===== src/rtl/fir_pkg.sv =====
// Shared constants, coefficient table and enums for the time-shared red/IR FIR filter.
package fir_pkg;

  localparam int NUM_TAPS = 22;
  localparam int DW       = 8;
  localparam int AW       = 20;
  localparam int CW       = 9;
  localparam int TW       = 5;

  typedef enum logic [1:0] {
    IDLE = 2'd0,
    MAC  = 2'd1,
    DONE = 2'd2
  } fir_state_t;

  typedef enum logic {
    CH_RED = 1'b0,
    CH_IR  = 1'b1
  } fir_chan_t;

  // Symmetric low-pass taps; every entry fits in 9 unsigned bits
  localparam logic [CW-1:0] COEFF [NUM_TAPS] = '{
    9'd2,   9'd10,  9'd16,  9'd28,  9'd43,  9'd60,  9'd78,  9'd95,
    9'd111, 9'd122, 9'd128, 9'd128, 9'd122, 9'd111, 9'd95,  9'd78,
    9'd60,  9'd43,  9'd28,  9'd16,  9'd10,  9'd2
  };

endpackage


===== src/rtl/fir_mac_scheduler_if.sv =====
// Sample handshakes and filtered-result outputs for the red and IR channels.
interface fir_mac_scheduler_if;
  import fir_pkg::*;

  logic          red_valid;
  logic [DW-1:0] red_sample;
  logic          red_ready;
  logic          ir_valid;
  logic [DW-1:0] ir_sample;
  logic          ir_ready;
  logic [AW-1:0] red_out;
  logic [AW-1:0] ir_out;
  logic          red_out_valid;
  logic          ir_out_valid;
  logic          busy;

  modport master (
    output red_valid, red_sample, ir_valid, ir_sample,
    input  red_ready, ir_ready, red_out, ir_out,
    input  red_out_valid, ir_out_valid, busy
  );

  modport slave (
    input  red_valid, red_sample, ir_valid, ir_sample,
    output red_ready, ir_ready, red_out, ir_out,
    output red_out_valid, ir_out_valid, busy
  );

endinterface


===== src/rtl/fir_delay_line.sv =====
// 22-entry circular sample history; wptr marks the newest sample, tap k reads (wptr-k) mod 22.
module fir_delay_line
  import fir_pkg::*;
(
  input  logic          CLK_Filter,
  input  logic          rst_n,
  input  logic          push,
  input  logic [DW-1:0] din,
  input  logic [TW-1:0] tap,
  output logic [DW-1:0] dout
);

  logic [DW-1:0] mem [NUM_TAPS];
  logic [TW-1:0] wptr;
  logic [TW-1:0] wptr_nxt;
  logic [TW-1:0] rd_idx;

  assign wptr_nxt = (wptr == TW'(NUM_TAPS - 1)) ? '0 : wptr + TW'(1);

  // Modulo-32 intermediate is harmless: the true result always lands in 0..21
  assign rd_idx = (wptr >= tap) ? (wptr - tap) : (wptr + TW'(NUM_TAPS) - tap);
  assign dout   = mem[rd_idx];

  always_ff @(posedge CLK_Filter or posedge rst_n) begin
    if (rst_n) begin
      wptr <= '0;
      for (int i = 0; i < NUM_TAPS; i++) begin
        mem[i] <= '0;
      end
    end else if (push) begin
      mem[wptr_nxt] <= din;
      wptr          <= wptr_nxt;
    end
  end

endmodule


===== src/rtl/fir_mac_scheduler.sv =====
// One 8x9 MAC time-shared between red and IR FIR channels, round-robin on ties.
//   state | meaning
//   IDLE  | ready offered to the granted channel, waiting for a handshake
//   MAC   | one tap per cycle, k = 0..21, accumulating into acc
//   DONE  | result presented on the served channel's *_out with a one-cycle valid
module fir_mac_scheduler
  import fir_pkg::*;
(
  input logic           CLK_Filter,
  input logic           rst_n,
  fir_mac_scheduler_if.slave bus
);

  fir_state_t    state;
  fir_chan_t     chan;
  fir_chan_t     last_served;
  logic [TW-1:0] tap;
  logic [AW-1:0] acc;
  logic [AW-1:0] acc_nxt;
  logic [DW-1:0] red_x;
  logic [DW-1:0] ir_x;
  logic [DW-1:0] x_sel;
  logic          idle;
  logic          gnt_red;
  logic          gnt_ir;
  logic          red_rdy;
  logic          ir_rdy;

  // Ready is suppressed while reset is held so no sample slips in during reset
  assign idle    = (state == IDLE) && !rst_n;
  assign gnt_red = bus.red_valid && (!bus.ir_valid || (last_served == CH_IR));
  assign gnt_ir  = bus.ir_valid && !gnt_red;
  assign red_rdy = idle && gnt_red;
  assign ir_rdy  = idle && gnt_ir;

  assign bus.red_ready = red_rdy;
  assign bus.ir_ready  = ir_rdy;

  fir_delay_line u_red_line (
    .CLK_Filter (CLK_Filter),
    .rst_n      (rst_n),
    .push       (red_rdy),
    .din        (bus.red_sample),
    .tap        (tap),
    .dout       (red_x)
  );

  fir_delay_line u_ir_line (
    .CLK_Filter (CLK_Filter),
    .rst_n      (rst_n),
    .push       (ir_rdy),
    .din        (bus.ir_sample),
    .tap        (tap),
    .dout       (ir_x)
  );

  assign x_sel   = (chan == CH_RED) ? red_x : ir_x;
  assign acc_nxt = acc + (AW'(x_sel) * AW'(COEFF[tap]));

  always_ff @(posedge CLK_Filter or posedge rst_n) begin
    if (rst_n) begin
      state            <= IDLE;
      chan             <= CH_IR;
      last_served      <= CH_IR;
      tap              <= '0;
      acc              <= '0;
      bus.red_out      <= '0;
      bus.ir_out       <= '0;
      bus.red_out_valid <= 1'b0;
      bus.ir_out_valid <= 1'b0;
      bus.busy         <= 1'b0;
    end else begin
      bus.red_out_valid <= 1'b0;
      bus.ir_out_valid  <= 1'b0;
      case (state)
        IDLE: begin
          if (red_rdy || ir_rdy) begin
            chan        <= red_rdy ? CH_RED : CH_IR;
            last_served <= red_rdy ? CH_RED : CH_IR;
            tap         <= '0;
            acc         <= '0;
            state       <= MAC;
            bus.busy    <= 1'b1;
          end
        end
        MAC: begin
          acc <= acc_nxt;
          // Final tap: publish the completed sum so it is visible throughout DONE
          if (tap == TW'(NUM_TAPS - 1)) begin
            state <= DONE;
            if (chan == CH_RED) begin
              bus.red_out       <= acc_nxt;
              bus.red_out_valid <= 1'b1;
            end else begin
              bus.ir_out       <= acc_nxt;
              bus.ir_out_valid <= 1'b1;
            end
          end else begin
            tap <= tap + TW'(1);
          end
        end
        DONE: begin
          state    <= IDLE;
          bus.busy <= 1'b0;
        end
        default: begin
          state    <= IDLE;
          bus.busy <= 1'b0;
        end
      endcase
    end
  end

endmodule


===== src/flat_wrapper.sv =====
// flat-port wrapper written by rule: the top's interface ports become plain ports
module fir_mac_scheduler_flat import fir_pkg::*;
  (CLK_Filter, rst_n, bus_red_valid, bus_red_sample, bus_ir_valid, bus_ir_sample, bus_red_ready, bus_ir_ready, bus_red_out, bus_ir_out, bus_red_out_valid, bus_ir_out_valid, bus_busy);
  fir_mac_scheduler_if bus_i ();
  input logic CLK_Filter;
  input logic rst_n;
  input wire logic [$bits(bus_i.red_valid)-1:0] bus_red_valid;
  input wire logic [$bits(bus_i.red_sample)-1:0] bus_red_sample;
  input wire logic [$bits(bus_i.ir_valid)-1:0] bus_ir_valid;
  input wire logic [$bits(bus_i.ir_sample)-1:0] bus_ir_sample;
  output wire logic [$bits(bus_i.red_ready)-1:0] bus_red_ready;
  output wire logic [$bits(bus_i.ir_ready)-1:0] bus_ir_ready;
  output wire logic [$bits(bus_i.red_out)-1:0] bus_red_out;
  output wire logic [$bits(bus_i.ir_out)-1:0] bus_ir_out;
  output wire logic [$bits(bus_i.red_out_valid)-1:0] bus_red_out_valid;
  output wire logic [$bits(bus_i.ir_out_valid)-1:0] bus_ir_out_valid;
  output wire logic [$bits(bus_i.busy)-1:0] bus_busy;
  assign bus_i.red_valid = bus_red_valid;
  assign bus_i.red_sample = bus_red_sample;
  assign bus_i.ir_valid = bus_ir_valid;
  assign bus_i.ir_sample = bus_ir_sample;
  assign bus_red_ready = bus_i.red_ready;
  assign bus_ir_ready = bus_i.ir_ready;
  assign bus_red_out = bus_i.red_out;
  assign bus_ir_out = bus_i.ir_out;
  assign bus_red_out_valid = bus_i.red_out_valid;
  assign bus_ir_out_valid = bus_i.ir_out_valid;
  assign bus_busy = bus_i.busy;
  fir_mac_scheduler u_core (.CLK_Filter(CLK_Filter), .rst_n(rst_n), .bus(bus_i));
endmodule

===== config.mk =====
export PLATFORM = sky130hd
export DESIGN_NAME = fir_mac_scheduler_flat
export DESIGN_NICKNAME = d
export VERILOG_FILES = /design/src/rtl/fir_pkg.sv /design/src/rtl/fir_mac_scheduler_if.sv /design/src/rtl/fir_delay_line.sv /design/src/rtl/fir_mac_scheduler.sv /design/src/flat_wrapper.sv
export SDC_FILE = /design/constraint.sdc
export NUM_CORES = 1
export LEC_CHECK = 0
export ABC_AREA = 1
export CORE_MARGIN = 1.5
export CORE_UTILIZATION = 35
export CTS_BUF_LIST = sky130_fd_sc_hd__clkbuf_8 sky130_fd_sc_hd__clkbuf_16
export DETAILED_ROUTE_END_ITERATION = 10
export PLACE_DENSITY = 0.58
export SLEW_MARGIN = 10
export SYNTH_ARGS = -nofsm -noshare
export SYNTH_HDL_FRONTEND = slang
export SYNTH_HIERARCHICAL = 1
export SYNTH_SLANG_ARGS = --single-unit

===== constraint.sdc =====
create_clock -name CLK_Filter -period 14.1 [get_ports CLK_Filter]
set_clock_uncertainty 0.2 [all_clocks]
set_input_delay 1.41 -clock CLK_Filter [delete_from_list [all_inputs] [get_ports CLK_Filter]]
set_output_delay 1.41 -clock CLK_Filter [all_outputs]
set_load 0.02 [all_outputs]

==> metrics.md, run 1 <==
| Metric | Value |
|---|---|
| Syn Inst Count | 2,866 |
| Die Wd | 266 um |
| Share of layout cells above drive strength 1 | 0.0655 |
| CP Capture Type | flop |
| Antenna violations before repair | 0 |
| FF-to-FF setup slack | 5.90 ns |
| DRC marker count from the first detailed-route iteration | ~1,500 |
| Worst setup margin | 5.90 ns |
| Number of enable flip-flop cells after synthesis | 0 |
| Commonest non-fill, non-tap cell in the layout | nand2_1 |
| Via density | 5.04 |
| Chip height | 266 um |
| Status | finished clean |
| Slew Viols, Final | 0 |
| Post-layout min period | 8.20 ns |
| Area of the core | 68,500 sq um |
| Post-synth ARST share | 1.00 |
| Area of the multi-input gates | 11,500 sq um |
| Clk buf depth | 3 |
| Hold crit path type | reg -> reg |
| Post-synth cell types | 51 |
| Worst-Margin Slew | 1.14 ns |
| Most frequent cells in the layout | nand2_1 (788), dfrtp_1 (432), o21ai_0 (341) |
| Post-Route WL | ~64,000 um |
| CTS Buf Count | 50 |
| RSZ-0062 raised after global routing | false |
| Sink Count | approximately 430 |
| Grt ovf | 0 |
| Post-synthesis register bit count | 433 |
| Setup bufs post-CTS | 0 |
| Final setup fails | 0 |
| P&R area growth vs syn | 11.6% |
| GRT Resource Usage Total | 0.183 |
| Initial Util | 0.353 |
| Crit path DAT | approximately 8.5 ns |
| Most frequent CP cell | nand2_1 |
| Worst Hold Depth | 2 |
| Reg clk slew, reported paths | 0.06 ns |
| CTS Hold Buffers Added | 0 |
| Post-Syn Area | roughly 24,000 sq um |
| Post_cts resized | 0 |
| CP peak stage delay | 0.95 ns |
| Die ar. | 70,600 sq um |
| Yosys Warn Count | 6 |
| Post-synthesis sequential area ratio | 0.449 |
| FF+latch area | 10,800 sq um |
| Pre-Repair DR Iteration Count | 5 |
| Nets | 3,000 |
| MaxCap Viol Count | 0 |
| Hpwl dp | 42,500 um |
| Total number of vias | 19,000 |
| DRC violations left | 0 |
| Number of global-route vias before repair | 18,500 |
| Reg2Reg Depth | 29 |
| Reg-to-Reg Start | u_core/tap[2]$_DFFE_PP0P_ |
| I/O pin cnt | between 60 and 70 |
| Worst skew pair latency | roughly 0.6 ns |
| Routed wire per std cell | 16.9 um |
| ANT cells | 0 |
| # rows | 96 |
| CP max stage cell | nand2_2 |
| Dpl ws | 6.01 ns |
| CTS tree | built |
| Routed Antenna Nets | 0 |
| Placer Congestion | 0.898 |
| Hold-critical path endpoint | u_core/bus.red_out[1]$_DFFE_PP0P_ |
| H-tree levels | 2 |
| Clock root cell | clkbuf_16 |
| Fillers | around 7,000 |
| Worst Path Max Fanout | 46 |
| Critical setup path kind | reg -> reg |
| HP Start | u_core/bus.red_out[1]$_DFFE_PP0P_ |
| Setup TNS | 0 ns |
| Largest net degree at the start of global routing | 116 |
| Reg-to-reg critical path endpoint | u_core/bus.ir_out[14]$_DFFE_PP0P_ |
| Net Count, Synth | 3,017 |
| CP required | 14.38 ns |
| Slew margin rel. | 0.238 |
| First-pass GRT wire length | 103,000 um |
| Port Buffers | 64 |
| Fin. Hold Viols | 0 |
| Final Util | 0.394 |
| Main synth FF type | dfrtp_1 |
| Post-Syn Area per Cell | ~8.4 sq um |
| Startpoint class of the critical path | flop |
| Achievable Freq | between 100 and 150 MHz |
| Crit share post-route | 0.582 |
[stage by stage]
stage	hold slack, ns	cells	cell area [sq um]
6_report	0.277	3768	26900
5_1_grt	0.302	3768	26900
4_1_cts	0.282	3768	26900
3_5_place_dp	0.269	3679	25300
3_3_place_gp	0.260	3679	25300
2_1_floorplan	0.248	2866	24200
[cell type report]
| type | instances | area share |
|---|---|---|
| Multi-Input combinational cell | 1993 | 0.428 |
| Sequential cell | 433 | 0.402 |
| Inverter | 299 | 0.0424 |
| Timing Repair Buffer | 72 | 0.0260 |
| Clock inverter | 31 | 0.00947 |
| Clock buffer | 58 | 0.0509 |
| Tap cell | 882 | 0.0410 |
[worst max-delay path: cells and delay by family, from the launching register on]
family,cells,cell delay (ns)
flip-flops,1,0.71
AO/OA/AOI/OAI,3,0.71
AND/OR/NAND/NOR,15,3.40
adder cells (fa/ha/maj),6,2.73
buffers and inverters,5,0.30
[cell usage after synthesis, drive strengths merged (4+ instances only)]
library cell,count,area share
dfrtp,432,0.45
buf,78,0.018
o22ai,6,0.0016
ha,75,0.039
o21ai,405,0.088
nor3,10,0.0032
nand4,5,0.0024
a21oi,37,0.0078
nand3b,4,0.0012
fa,56,0.046
mux2i,139,0.058
nor2,123,0.025
o211ai,16,0.0050
nand3,252,0.053
o21a,35,0.011
xor2,11,0.0040
xnor2,4,0.0015
inv,298,0.047
nand2,804,0.13
clkbuf,63,0.0098
[worst max path at each step]
stage,start,endpoint,slack (ns),depth (start not counted)
after global placement,u_core/tap[2]$_DFFE_PP0P_,u_core/acc[15]$_DFFE_PP0P_,6.11,30
after global routing,u_core/tap[2]$_DFFE_PP0P_,u_core/acc[18]$_DFFE_PP0P_,5.10,29
after CTS,u_core/tap[2]$_DFFE_PP0P_,u_core/acc[15]$_DFFE_PP0P_,5.98,30
after detailed placement,u_core/tap[2]$_DFFE_PP0P_,u_core/acc[14]$_DFFE_PP0P_,6.01,29
after floorplan,rst_n,u_core/u_ir_line/mem[0]$_DFFE_PP0P_,7.57,1
final,u_core/tap[2]$_DFFE_PP0P_,u_core/bus.ir_out[14]$_DFFE_PP0P_,5.90,29
[metal layers]
layer,up-vias,wire (um),GRT usage
met5,-,0,0
met4,0,1870,0.0576
met3,113,3520,0.0305
met2,452,27700,0.281
met1,9190,30600,0.264
li1,9249,-,-
[state kept, by name, indices dropped and copies added (netlist names)]
| register | flops |
|---|---|
| u_core/acc | 20 |
| u_core/bus.busy | 1 |
| u_core/bus.ir_out | 20 |
| u_core/bus.ir_out_valid | 1 |
| u_core/bus.red_out | 20 |
| u_core/bus.red_out_valid | 1 |
| u_core/last_served | 1 |
| u_core/state | 2 |
| u_core/tap | 5 |
| u_core/u_ir_line/mem | 176 |
| u_core/u_ir_line/wptr | 5 |
| u_core/u_red_line/mem | 176 |
| u_core/u_red_line/wptr | 5 |
[cell families (layout without fill, tap and decap cells)]
| kind of cell | after synthesis | after routing | synth area share |
|---|---|---|---|
| AND/OR/NAND/NOR | 1204 | 1204 | 0.213 |
| XOR/XNOR | 15 | 15 | 0.00544 |
| multiplexers | 139 | 139 | 0.0576 |
| buffers and inverters | 440 | 460 | 0.0749 |
| flip-flops | 433 | 433 | 0.449 |
| adder cells (fa/ha/maj) | 131 | 131 | 0.0853 |
| AO/OA/AOI/OAI | 504 | 504 | 0.115 |
Power of run 1 is not shown: default switching activity piles up to over one toggle a cycle in this logic, so the estimate is an artifact.
==> inputs of run 2 (changes only) <==
- clock period: 14.1 -> 8.3 ns (I/O delays scaled with it)
==> metrics.md, run 2 (same netlist as run 1, synthesis figures left out) <==
| Metric | Value |
|---|---|
| Status | finished clean |
| Crit share post-route | 0.894 |
| Setup bufs post-CTS | 0 |
| Grt ovf | 0 |
| Achievable Freq | approximately 130 MHz |
| DRC marker count from the first detailed-route iteration | 1,477 |
| Hpwl dp | roughly 43,000 um |
| Reg2Reg Depth | 30 |
| Post-Layout Cell Count | 3,777 |
| Die Wd | around 270 um |
| Bufs and invs on worst path | 8 |
| Top flop regs | u_core/u_ir_line/mem: 176 flops, u_core/u_red_line/mem: 176 flops |
| Sink Count | 433 |
| DRC violations left | 0 |
| Largest net degree at the start of global routing | 94 |
| Hold crit path type | reg -> reg |
| Initial Util | 0.353 |
| Reg-to-Reg Start | u_core/tap[1]$_DFFE_PP0P_ |
| GR Util met1 | 0.271 |
| Crit path DAT | around 7.7 ns |
| I/O pin cnt | 65 |
| Antenna violations before repair | 0 |
| Worst setup margin | 0.879 ns |
| Port Buffers | 64 |
| CP required | 8.56 ns |
| ANT cells | 0 |
| Worst Path Max Fanout | 17 |
| Post-layout min period | 7.42 ns |
| Dpl cells | around 3,700 |
| Number of global-route vias before repair | 18,100 |
| Worst skew pair latency | 0.61 ns |
| Routed wire per std cell | 16.7 um |
| CTS Buf Count | 49 |
| Nets | 3,015 |
| Worst-Margin Slew | 0.964 ns |
| CP max stage cell | o21ai_2 |
| Clk buf depth | 3 |
| HP Start | u_core/bus.ir_out[15]$_DFFE_PP0P_ |
| MaxCap Viol Count | 0 |
| Most frequent cells in the layout | nand2_1 (788), dfrtp_1 (432), o21ai_0 (341) |
| H-tree levels | 2 |
| Area of the core | 68,500 sq um |
| Fin. Hold Viols | 0 |
| Hold-critical path endpoint | u_core/bus.ir_out[15]$_DFFE_PP0P_ |
| Reg clk slew, reported paths | around 0.060 ns |
| CP peak stage delay | a little under 0.7 ns |
| CP Capture Type | flop |
| Routed Antenna Nets | 0 |
| Met2 Use GR | 0.273 |
| CTS tree | built |
| Startpoint class of the critical path | flop |
| Commonest non-fill, non-tap cell in the layout | nand2_1 |
| Total number of vias | 18,700 |
| First-pass GRT wire length | 102,000 um |
| RSZ-0062 raised after global routing | false |
| Placer Congestion | 0.863 |
| Pre-Repair DR Iteration Count | 6 |
| Met3 usage | 0.0269 |
| P&R area growth vs syn | 11.6% |
| Final setup fails | 0 |
| Hold Worst Slack | 0.279 ns |
| Largest delay contributor family on the critical path | adder cells |
| Reg-to-reg critical path endpoint | u_core/acc[18]$_DFFE_PP0P_ |
| Slew Viols, Final | 0 |
| CTS Hold Buffers Added | 0 |
| Critical setup path kind | reg -> reg |
| Worst Hold Depth | 2 |
| FF-to-FF setup slack | 0.88 ns |
| Chip height | about 270 um |
| Post-Route WL | 63,200 um |
| GRT Resource Usage Total | 0.181 |
| Most frequent CP cell | inv_1 |
| Slew margin rel. | 0.356 |
| Die ar. | 70,600 sq um |
| Clock root cell | clkbuf_16 |
| Share of layout cells above drive strength 1 | 0.0663 |
| Post_cts resized | 0 |
| Grt peak-use layer | met2 |
| Via density | 4.95 |
| # rows | 96 |
| Setup TNS | 0 ns |
| Dpl ws | 0.982 ns |
run 2: cell count changes in the layout (fill, tap and decap cells not counted):
cell        before  now
buf_4            8   23
inv_1          283  289
clkbuf_8         7    6
clkinv_2        12    5
bufinv_16        3    1
buf_12           0    1
inv_6            3    4
clkbuf_16       51   49
clkinv_16        0    1
clkinv_8         2    1
clkinvlp_4       3    1
run 2: cell type report:
class                      count  area (sq um)
clock inverter                27           190
timing repair buffer          88           833
inverter                     299          1140
fill                        7023         41500
tap                          882          1100
clock buffer                  55          1310
sequential                   433         10800
multi-input combinational   1993         11500
run 2: worst max path at each step:
| stage | start | to | slack, ns | cells after the start |
|---|---|---|---|---|
| finish | u_core/tap[1]$_DFFE_PP0P_ | u_core/acc[18]$_DFFE_PP0P_ | 0.88 | 30 |
| global route | u_core/tap[1]$_DFFE_PP0P_ | u_core/acc[18]$_DFFE_PP0P_ | 0.30 | 30 |
| CTS | u_core/tap[1]$_DFFE_PP0P_ | u_core/bus.red_out[11]$_DFFE_PP0P_ | 0.93 | 29 |
| detailed placement | u_core/tap[1]$_DFFE_PP0P_ | u_core/bus.red_out[11]$_DFFE_PP0P_ | 0.98 | 29 |
| global placement | u_core/tap[1]$_DFFE_PP0P_ | u_core/bus.red_out[11]$_DFFE_PP0P_ | 1.09 | 29 |
| floorplan | u_core/tap[1]$_DFFE_PP0P_ | u_core/acc[18]$_DFFE_PP0P_ | 2.02 | 32 |
run 2: metrics by stage:
| step | util | area (sq um) |
|---|---|---|
| 2_1_floorplan | - | 24200 |
| 3_3_place_gp | 0.372 | 25400 |
| 3_5_place_dp | 0.372 | 25400 |
| 4_1_cts | 0.394 | 26900 |
| 5_1_grt | 0.394 | 26900 |
| 6_report | 0.394 | 26900 |
run 2: layer usage:
| metal | routed length (um) | vias to the layer above |
|---|---|---|
| met1 | 30700 | 8887 |
| met3 | 3130 | 97 |
| met5 | 0 | - |
| li1 | - | 9284 |
| met4 | 1550 | 0 |
| met2 | 27800 | 434 |
run 2: worst reg2reg max path, delay by kind of cell, from the launching register on:
kind | cells | cell delay (ns)
buffers and inverters | 8 | 0.64
flip-flops | 1 | 0.63
AO/OA/AOI/OAI | 3 | 1.19
adder cells (fa/ha/maj) | 8 | 3.16
AND/OR/NAND/NOR | 11 | 1.46
Power of run 2 is left out for the same reason.
==> inputs of run 3 (changes only) <==
- ABC_AREA: 1 -> 0
==> metrics.md, run 3 <==
| Metric | Value |
|---|---|
| Status | finished clean |
| First-pass GRT wire length | 113,000 um |
| Post-synth cell types | ~100 |
| Slew Viols, Final | 0 |
| Achievable Freq | 125 MHz |
| Fin. Hold Viols | 0 |
| Syn Inst Count | 2,320 |
| Largest net degree at the start of global routing | 113 |
| Worst Path Max Fanout | 10 |
| DRC violations left | 0 |
| Worst-Margin Slew | 1.26 ns |
| Synth top area cells | dfrtp_1 (42%), mux2_2 (17%), fa_1 (4.3%) |
| CP required | 8.59 ns |
| Post-Syn Area per Cell | around 11 sq um |
| Biggest area consumer among synthesized cells | dfrtp_1 |
| Reg-to-reg critical path endpoint | u_core/bus.ir_out[15]$_DFFE_PP0P_ |
| # rows | 99 |
| Die Wd | 276 um |
| Routed wire per std cell | 21.3 um |
| Routed Antenna Nets | 0 |
| Synth top area share | 0.416 |
| Hpwl dp | 50,100 um |
| Worst Hold Depth | 2 |
| MaxCap Viol Count | 0 |
| Sink Count | 433 |
| Total number of vias | roughly 19,000 |
| DRC marker count from the first detailed-route iteration | 1,352 |
| Antenna violations before repair | 1 |
| HP Start | u_core/bus.red_out[10]$_DFFE_PP0P_ |
| Die ar. | 75,900 sq um |
| CTS Buf Count | 50 |
| Post-synthesis sequential area ratio | 0.417 |
| Post-Route WL | 72,000 um |
| CP Capture Type | flop |
| P&R area growth vs syn | 14.6% |
| Final setup fails | 0 |
| Commonest non-fill, non-tap cell in the layout | dfrtp_1 |
| Reg2Reg Depth | 28 |
| Main synth FF type | dfrtp_1 |
| Nets | 2,539 |
| CP peak stage delay | 0.50 ns |
| Critical setup path kind | reg -> reg |
| Setup TNS | 0 ns |
| Top flop regs | u_core/u_ir_line/mem: 176 flops, u_core/u_red_line/mem: 176 flops |
| Clk buf depth | 3 |
| Post-synth ARST share | 1.00 |
| Startpoint class of the critical path | flop |
| Most frequent cells in the layout | dfrtp_1 (430), mux2_2 (393), nand2_1 (180) |
| Net Count, Synth | approximately 2,500 |
| Number of enable flip-flop cells after synthesis | 0 |
| Chip height | 276 um |
| Commonest cells in the netlist | dfrtp_1 (432), mux2_2 (393), nand2_1 (181) |
| Crit path DAT | roughly 8.3 ns |
| CP max stage cell | dfrtp_1 |
| H-tree levels | 2 |
| Number of global-route vias before repair | 19,400 |
| Initial Util | 0.355 |
| CTS tree | built |
| FF-to-FF setup slack | 0.31 ns |
| Port Buffers | 64 |
| GRT Resource Usage Total | 0.191 |
| Share of layout cells above drive strength 1 | 0.273 |
| Hold-critical path endpoint | u_core/bus.red_out[10]$_DFFE_PP0P_ |
| Yosys Warn Count | 6 |
| Clock root cell | clkbuf_16 |
| Grt ovf | 0 |
| Hold crit path type | reg -> reg |
| Area of the core | 73,200 sq um |
| Crit share post-route | 0.962 |
| Post-synthesis register bit count | 433 |
| Count leader, synth | dfrtp_1 |
| Via density | 5.54 |
| Setup crit start | u_core/u_red_line/wptr[2]$_DFFE_PP0P_ |
| Post-layout min period | 7.99 ns |
| Worst skew pair latency | 0.61 ns |
| Pre-Repair DR Iteration Count | 10 |
| Placer Congestion | a little over 0.9 |
| Slew margin rel. | 0.155 |
| Reg-to-Reg Start | u_core/u_red_line/wptr[2]$_DFFE_PP0P_ |
| RSZ-0062 raised after global routing | false |
| Post-Syn Area | 26,000 sq um |
| I/O pin cnt | 65 |
| Fillers | 6,915 |
| Reg clk slew, reported paths | 0.06 ns |
[run 3: changes by cell type after synthesis, sizes merged, moves of 20 or more]
cell	delta
nand2b	+20
nand2	-618
o21ai	-317
mux2	+406
inv	-149
nor2b	+28
mux2i	-27
a211oi	+32
nand3	-209
mux4	+28
o21a	-26
a21oi	+33
buf	-23
o221ai	+20
[run 3: layout make-up]
class                           instances  area (sq um)  share of cell area
Multi-Input combinational cell       1609         14100               0.472
Sequential cell                       433         10800               0.364
Clock buffer                           59          1390              0.0465
Timing Repair Buffer                  144          1290              0.0435
Tap cell                              959          1200              0.0403
Inverter                              150           573              0.0192
Clock inverter                         34           442              0.0148
Antenna cell                            1          2.50           0.0000840
[run 3: critical path, delay by kind of cell (launching register included)]
family | cells | cell delay (ns)
compound gates | 7 | 1.80
xor+xnor | 1 | 0.19
fa+ha+maj | 7 | 2.94
buf+inv | 6 | 0.62
flops | 1 | 0.50
mux | 2 | 0.52
simple gates | 5 | 1.10
[run 3: logic make-up (layout without fill, tap and decap cells)]
family                     after synthesis  in the layout  synth area share
other                                    0              1                 0
buffers and inverters                  279            387            0.0445
xor gates and xnor gates                30             30            0.0104
muxes                                  546            546             0.244
AOI/OAI and AO/OA                      400            400             0.113
and+or+nand+nor                        501            502            0.0923
DFF                                    433            433             0.417
adders and majority gates              131            131            0.0792
[run 3: how the worst max path moves through the flow]
stage,endpoint
2_1_floorplan,u_core/bus.red_out[12]$_DFFE_PP0P_
3_5_place_dp,u_core/bus.red_out[13]$_DFFE_PP0P_
4_1_cts,u_core/bus.ir_out[13]$_DFFE_PP0P_
6_report,u_core/bus.ir_out[15]$_DFFE_PP0P_
5_1_grt,u_core/bus.ir_out[15]$_DFFE_PP0P_
3_3_place_gp,u_core/bus.red_out[15]$_DFFE_PP0P_
[run 3: metal layers]
| metal | global-route usage | wire (um) |
|---|---|---|
| met2 | 0.314 | 34100 |
| met4 | 0.0634 | 2170 |
| met1 | 0.257 | 32000 |
| met5 | 0 | 12 |
| met3 | 0.0286 | 3700 |
[run 3: stage by stage]
stage               utilization  hold WS [ns]  area [sq um]  cells  worst slack, ns
floorplan                     -         0.250         26000   2320            0.719
global placement          0.381         0.263         27900   3292            0.305
detailed placement        0.381         0.263         27900   3292            0.227
CTS                       0.406         0.279         29700   3385            0.201
global route              0.407         0.313         29800   3388          0.00159
finish                    0.407         0.275         29800   3389            0.312
[run 3: what timing repair did]
item | in CTS | in global routing
endpoints found under the setup margin | 0 | 30
resized for setup | 0 | 10
buffers inserted | 0 | 2
hold buffers | 0 | 0
Power of run 3 is left out for the same reason.
